--- src/rtl/exe_pkg.sv ---
// Shared opcode and FSM state types for the execution scheduler.
package exe_pkg;

  typedef enum logic [1:0] {
    OP_ADD  = 2'd0,
    OP_CMP  = 2'd1,
    OP_SET  = 2'd2,
    OP_CONV = 2'd3
  } op_e;

  typedef enum logic [1:0] {
    ST_IDLE = 2'd0,
    ST_EXEC = 2'd1,
    ST_RESP = 2'd2
  } state_e;

endpackage

--- src/rtl/rr_arb2.sv ---
// Two-way round-robin arbiter; pointer moves to the non-served requester on update.
module rr_arb2 (
  input  logic       i_clk,
  input  logic       i_rst_n,
  input  logic [1:0] i_req,
  input  logic       i_upd,
  input  logic       i_served,
  output logic [1:0] o_gnt
);

  logic ptr_q;
  logic ptr_d;

  always_comb begin
    ptr_d = ptr_q;
    if (i_upd) begin
      ptr_d = ~i_served;
    end
  end

  always_ff @(posedge i_clk) begin
    if (!i_rst_n) begin
      ptr_q <= 1'b0;
    end else begin
      ptr_q <= ptr_d;
    end
  end

  always_comb begin
    o_gnt = '0;
    case (i_req)
      2'b01:   o_gnt = 2'b01;
      2'b10:   o_gnt = 2'b10;
      2'b11:   o_gnt = ptr_q ? 2'b10 : 2'b01;
      default: o_gnt = '0;
    endcase
  end

endmodule

--- src/rtl/exe_sched.sv ---
// Two-requester scheduler feeding a combinational execution unit; one op in flight.
module exe_sched
  import exe_pkg::*;
#(
  parameter int unsigned WIDTH = 32,
  parameter int unsigned CNTW  = 16
) (
  input  logic                  i_clk,
  input  logic                  i_rst_n,
  input  logic [1:0]            i_req_valid,
  input  logic [1:0][1:0]       i_req_oper,
  input  logic [1:0][WIDTH-1:0] i_req_argA,
  input  logic [1:0][WIDTH-1:0] i_req_argB,
  output logic [1:0]            o_req_ready,
  output logic [WIDTH-1:0]      o_argA,
  output logic [WIDTH-1:0]      o_argB,
  output logic [1:0]            o_oper,
  input  logic [WIDTH-1:0]      i_result,
  input  logic                  i_error,
  input  logic                  i_carry,
  output logic                  o_rsp_valid,
  input  logic                  i_rsp_ready,
  output logic                  o_rsp_id,
  output logic [WIDTH-1:0]      o_rsp_result,
  output logic                  o_rsp_error,
  output logic                  o_rsp_carry,
  output logic                  o_busy,
  output logic [CNTW-1:0]       o_op_cnt
);

  state_e           state_q, state_d;
  op_e              oper_q, oper_d;
  logic [WIDTH-1:0] arga_q, arga_d;
  logic [WIDTH-1:0] argb_q, argb_d;
  logic             id_q, id_d;
  logic [WIDTH-1:0] rsp_result_q, rsp_result_d;
  logic             rsp_error_q, rsp_error_d;
  logic             rsp_carry_q, rsp_carry_d;
  logic [CNTW-1:0]  cnt_q, cnt_d;

  logic [1:0] gnt;
  logic       win;
  logic       rsp_hs;

  assign rsp_hs = (state_q == ST_RESP) && i_rsp_ready;
  assign win    = gnt[1];

  rr_arb2 u_arb (
    .i_clk    (i_clk),
    .i_rst_n  (i_rst_n),
    .i_req    (i_req_valid),
    .i_upd    (rsp_hs),
    .i_served (id_q),
    .o_gnt    (gnt)
  );

  always_comb begin
    state_d      = state_q;
    oper_d       = oper_q;
    arga_d       = arga_q;
    argb_d       = argb_q;
    id_d         = id_q;
    rsp_result_d = rsp_result_q;
    rsp_error_d  = rsp_error_q;
    rsp_carry_d  = rsp_carry_q;
    cnt_d        = cnt_q;
    case (state_q)
      ST_IDLE: begin
        if (|i_req_valid) begin
          oper_d  = op_e'(i_req_oper[win]);
          arga_d  = i_req_argA[win];
          argb_d  = i_req_argB[win];
          id_d    = win;
          state_d = ST_EXEC;
        end
      end
      ST_EXEC: begin
        // Error is only meaningful for set/convert, carry only for add.
        rsp_result_d = i_result;
        rsp_error_d  = ((oper_q == OP_SET) || (oper_q == OP_CONV)) ? i_error : 1'b0;
        rsp_carry_d  = (oper_q == OP_ADD) ? i_carry : 1'b0;
        state_d      = ST_RESP;
      end
      ST_RESP: begin
        if (i_rsp_ready) begin
          cnt_d   = cnt_q + CNTW'(1);
          state_d = ST_IDLE;
        end
      end
      default: state_d = ST_IDLE;
    endcase
  end

  always_ff @(posedge i_clk) begin
    if (!i_rst_n) begin
      state_q      <= ST_IDLE;
      oper_q       <= OP_ADD;
      arga_q       <= '0;
      argb_q       <= '0;
      id_q         <= 1'b0;
      rsp_result_q <= '0;
      rsp_error_q  <= 1'b0;
      rsp_carry_q  <= 1'b0;
      cnt_q        <= '0;
    end else begin
      state_q      <= state_d;
      oper_q       <= oper_d;
      arga_q       <= arga_d;
      argb_q       <= argb_d;
      id_q         <= id_d;
      rsp_result_q <= rsp_result_d;
      rsp_error_q  <= rsp_error_d;
      rsp_carry_q  <= rsp_carry_d;
      cnt_q        <= cnt_d;
    end
  end

  assign o_req_ready  = (i_rst_n && (state_q == ST_IDLE)) ? gnt : '0;
  assign o_busy       = i_rst_n && (state_q != ST_IDLE);
  assign o_rsp_valid  = (state_q == ST_RESP);
  assign o_argA       = arga_q;
  assign o_argB       = argb_q;
  assign o_oper       = oper_q;
  assign o_rsp_id     = id_q;
  assign o_rsp_result = rsp_result_q;
  assign o_rsp_error  = rsp_error_q;
  assign o_rsp_carry  = rsp_carry_q;
  assign o_op_cnt     = cnt_q;

endmodule

--- config.mk ---
export PLATFORM = sky130hd
export DESIGN_NAME = exe_sched
export DESIGN_NICKNAME = d
export VERILOG_FILES = /design/src/rtl/exe_pkg.sv /design/src/rtl/rr_arb2.sv /design/src/rtl/exe_sched.sv
export SDC_FILE = /design/constraint.sdc
export NUM_CORES = 1
export LEC_CHECK = 0
export BUFFER_PORTS_ARGS = -buffer_cell sky130_fd_sc_hd__buf_4
export CAP_MARGIN = 20
export CORE_ASPECT_RATIO = 0.6
export CORE_MARGIN = 2
export CORE_UTILIZATION = 34
export DETAILED_ROUTE_END_ITERATION = 16
export SLEW_MARGIN = 20
export SYNTH_ARGS = -nofsm -noshare
export SYNTH_HDL_FRONTEND = slang
export SYNTH_HIERARCHICAL = 1
export SYNTH_SLANG_ARGS = --single-unit
--- constraint.sdc ---
create_clock -name i_clk -period 1.9 [get_ports i_clk]
set_clock_uncertainty 0.1 [all_clocks]
set_input_delay 0 -clock i_clk [delete_from_list [all_inputs] [get_ports i_clk]]
set_output_delay 0 -clock i_clk [all_outputs]
set_load 0.02 [all_outputs]
== Word-level counts from Yosys, hierarchy flattened ==
Index checks and enable logic that the tools add are counted.

* Flip-flop bits (word level): 120
* Input bits: 171
* Output and inout port bits: 121
* Word-level logic and storage cells: 47

* Add/sub/neg operators: 1
* $lt $le $gt $ge: 1
* Equal/unequal tests: 9
* Multiplexer cells: 14
* Bitwise gates (word level): 1
* Reductions and logical operators: 11

{| class="wikitable"
|+ Operator list
! cell !! number
|-
| 32-bit 2-to-1 mux || 4
|-
| 16-bit by 1-bit adder with 16-bit output, second input constant || 1
|-
| 2-bit 2-to-1 mux || 6
|-
| 2-bit one-hot mux with 3 select lines || 2
|-
| 2-bit == test, second input constant || 5
|-
| 2-bit AND reduction || 3
|-
| 2-bit by 1-bit == test with 1-bit output, second input constant || 2
|-
| 2-bit zero test || 2
|-
| 1-bit logical AND || 3
|-
| 1-bit by 2-bit less-than comparator with 1-bit output, second input constant || 1
|-
| 1-bit 2-to-1 mux || 2
|-
| 2-bit by 1-bit inequality test with 1-bit output, second input constant || 1
|-
| 2-bit inequality test, second input constant || 1
|-
| 2-bit nonzero test || 1
|-
| 2-bit OR reduction || 1
|-
| 1-bit logical OR || 1
|-
| 1-bit NOT || 1
|}

== Longest topological paths before layout ==
* Depth after elaboration: 4
* Gate-level depth with buffers: 7
* Gate-level depth less buffers: 5

== Modules after synthesis ==
The synthesis kept the hierarchy.

{| class="wikitable"
|+ By module, submodules not included
! module !! times used !! cells each !! area an instance (µm²) !! seq. area each (µm²)
|-
| exe_sched || 1 || 546 || 4927.2 || 2382.3
|-
| rr_arb2 || 1 || 6 || 52.6 || 20.0
|}

== Worst setup path after synthesis ==
Ideal clock, no wire load.

* Kind: register to register
* Start: register cnt_q[2], in the netlist o_op_cnt[2]
* End: register cnt_q[13], in the netlist o_op_cnt[13]
* Library setup time: 70 ps
* Data arrival time: 1582 ps
* Data required time: 1730 ps
* Path slack: 148 ps
* Stages on the path, launching flop included: 5
* Buffers on the path: 0
* Period minus slack after synthesis: 1752 ps
* Cells stage by stage: dfxtp_1 -> nand4_4 -> or3_1 -> or3_1 -> a21oi_1

* Word-level cells in the longest chain between the ends: 1

{| class="wikitable"
|+ Ends and longest elaborated chain
! item !! line !! text
|-
| start: declaration || exe_sched.sv:39 || <nowiki>logic [CNTW-1:0] cnt_q, cnt_d;</nowiki>
|-
| start signal: assignment || exe_sched.sv:114 || <nowiki>cnt_q <= cnt_d;</nowiki>
|-
| 16-bit by 1-bit adder with 16-bit output || exe_sched.sv:86 || <nowiki>cnt_d = cnt_q + CNTW'(1);</nowiki>
|}

No other way between the ends.
A chain may end at the register's enable or synchronous reset.

== Worst setup path after layout ==
* Start: register u_arb.ptr_q
* End: register arga_q[6], in the netlist o_argA[6]

* Word-level cells in the longest chain between the ends: 4

{| class="wikitable"
|+ Ends and longest elaborated chain
! item !! line !! text
|-
| start: declaration || rr_arb2.sv:11 || <nowiki>logic ptr_q;</nowiki>
|-
| start signal: assignment || rr_arb2.sv:25 || <nowiki>ptr_q <= ptr_d;</nowiki>
|-
| 2-bit 2-to-1 mux || rr_arb2.sv:34 || <nowiki>2'b11: o_gnt = ptr_q ? 2'b10 : 2'b01;</nowiki>
|-
| 2-bit one-hot mux with 3 select lines || rr_arb2.sv:31 || <nowiki>case (i_req)</nowiki>
|-
| net gnt[1] || exe_sched.sv:41 || <nowiki>logic [1:0] gnt;</nowiki>
|-
| 32-bit 2-to-1 mux (not written as such) (2 in a row) || exe_sched.sv:71 || <nowiki>arga_d = i_req_argA[win];</nowiki>
|-
| end signal: assignment || exe_sched.sv:108 || <nowiki>arga_q <= arga_d;</nowiki>
|-
| end: declaration || exe_sched.sv:33 || <nowiki>logic [WIDTH-1:0] arga_q, arga_d;</nowiki>
|}

The timed path passes the listed nets, and every way through them passes these cells. The select of a mux whose other input is x is not followed.

==> reports/results.ini <==
[sta]
final.setup.tns_ns=0
setup_viol=0
relSlewSlack_pct=71.7
finalCritPeriodShare_pct=95.6
tightest_slew_ns=0.422
fin_ws_ns=0.0835
hold_viol=0
period_minus_slack_ns=1.82
slew_viol_final=0
rsz0062_at_grt=no
max_freq_mhz=551

[layout]
syn_to_final_growth_pct=95.9
layout_common_cells=buf_4, dlygate4sd3_1, dfxtp_1
final_net_count=1179
drive_gt1_share_pct=34.1
n_antenna_cell=0
fillers=1031
final_common_cell=buf_4

[floorplan]
io_pins=292
std_cell_rows=34
core_area_um2=14400
die_w_um=160
dieArea_um2=15700
initial_core_util_pct=34.5
die_h_um=97.7

[clock_tree]
cts_tree=done
clockRootBuffer=clkbuf_16
path_clk_slew_ns=0.06
htreeDepth=4
clkLatencyLatePin_ns=0.40
cts-buffers-inserted=17
clk_path_buf_depth=2
clock-sinks=120

[logic_synthesis]
synth_fp_nets=724
synth.avg_cell_area_um2=9.02
ys_ff_latch=120
synthFlopType=dfxtp_1
synth-seq-area-share_pct=48.2
ys_types=35
synth_async_sr_flop_share_pct=0
syn_inst=552
yosys_warnings=6
synth_edf_count=0
post_synth_instance_area_um2=4980

[critical_path]
path_class=reg2reg
regToRegStartpoint=u_arb/ptr_q$_SDFFE_PN0P_
critPathMaxFanout=4
cp_data_required_time_ns=2.08
cp-end-kind=register
arrival_ns=2.00
crit_path_start_kind=register
critPathLaunch=u_arb/ptr_q$_SDFFE_PN0P_

[drt]
drtIter0Drc=237
routed_wl_mm=19.5
drt_first_pass_iters=4
routedWlPerCell_um=16.0
viasPerCell=4.81
drc=0
via_count=5856
postRouteAntennaNets=0

[placed_design]
dp_slack_ns=0.188
dp_hpwl_mm=12.0
gp_congestion=0.857
io_buffers=291

[hold_path]
hold_path.class=in2reg
worstHoldStart=i_req_valid[0]

[flow_run]
drv_cap=0

[outcome]
status=completed

[global_routing]
grt_max_degree=60
grt_pass1_vias=6087
antenna_found_initial=0
grt_overflow=0
grt_usage_pct=24.8
grt_pass1_wl_mm=31.1

[pwr]
powerDensity_nw_per_um2=827
vdd_ir_drop_max_mv=0.543
power.leakage_nw=4.36

[logic make-up after synthesis]
kind of cell	after synthesis	synth area share, %
DFF	120	48.2
muxes	71	14.3
adders and majority gates	1	0.251
and+or+nand+nor	194	17.0
xor gates and xnor gates	9	1.58
AOI/OAI and AO/OA	109	14.5
buffers and inverters	48	4.10
[routing by layer]
| layer | part of all wire, % | vias up | track usage, % |
|---|---|---|---|
| met4 | 2.9 | 0 | 9.91 |
| met1 | 41 | 2695 | 28.5 |
| met2 | 50 | 262 | 44.0 |
| met5 | 0 | - | 0 |
| li1 | - | 2846 | - |
| met3 | 6.6 | 53 | 6.97 |
[worst paths after layout]
kind                                   to  slack, ns  depth (start not counted)
min reg2reg  o_rsp_result[1]$_SDFFE_PN0N_       0.35                          2
max                o_argA[6]$_SDFFE_PN0P_       0.08                          6
min                 o_rsp_id$_SDFFE_PN0P_       0.05                          5
max reg2reg        o_argA[6]$_SDFFE_PN0P_       0.08                          6
[layout make-up]
cell class	instances	area, um2	share of cell area, %
clock buffers	19	443	4.54
clock inverters	13	146	1.50
inverters	3	12.5	0.128
multi-input cells	384	2390	24.5
flip-flops and latches	120	2400	24.6
well taps	198	248	2.54
repair buffers	481	4110	42.1
[critical path: stages (launching register included)]
cell	delay, ns
dfxtp_1	0.34
inv_1	0.08
a21boi_4	0.19
buf_4	0.17
mux2i_1	0.17
dlygate4sd3_1	0.58
a211oi_2	0.07
[synthesized netlist by cell type, types with 4 or more instances]
cell      number  area (um2)
a211oi_1      66         495
a21oi_1       36         180
buf_2         13        65.1
clkbuf_1      30         113
dfxtp_1      120        2400
mux2i_1       71         711
nand2_1       73         274
nand2b_1       5        31.3
nand3_1        6        30.0
nand4_1        4        25.0
nor2_1        82         308
nor3_1         4        20.0
xnor2_1        4        35.0
xor2_1         5        43.8
[per-stage QoR]
stage                     total power, W  instance area, um2  hold WS (ns)  utilization, %  std cells
after global placement           0.00456                7440         0.142            51.6       1014
after global routing             0.00841                9760        0.0680            67.6       1218
after floorplan                  0.00377                4980        0.0360               -        552
after detailed placement         0.00460                7440         0.146            51.6       1014
final                            0.00806                9760        0.0529            67.6       1218
after CTS                        0.00810                9740        0.0635            67.5       1216
[state kept, by name, indices dropped and copies added (netlist names)]
signal        count
o_oper            2
o_rsp_result     32
o_argB           32
o_argA           32
o_rsp_carry       1
u_arb/ptr_q       1
state_q           2
o_rsp_error       1
o_op_cnt         16
o_rsp_id          1
[power by group]
| group | internal [W] | switching, W | leakage [nW] | total (W) |
|---|---|---|---|---|
| Clock | 0.00198 | 0.00121 | 0.284 | 0.00319 |
| Combinational | 0.00102 | 0.000974 | 3.09 | 0.00199 |
| Sequential | 0.00275 | 0.000133 | 0.988 | 0.00288 |
| Total | 0.00575 | 0.00232 | 4.36 | 0.00806 |
[repair_timing]
action / 4_1_cts / 5_1_grt
endpoints found under the setup margin: 0 / 1
gates resized for setup: 0 / 1
hold endpoints to repair: 107 / 0
hold buffers: 170 / 0
setup buffers: 0 / 2
Power figures use the tool's default switching activity.
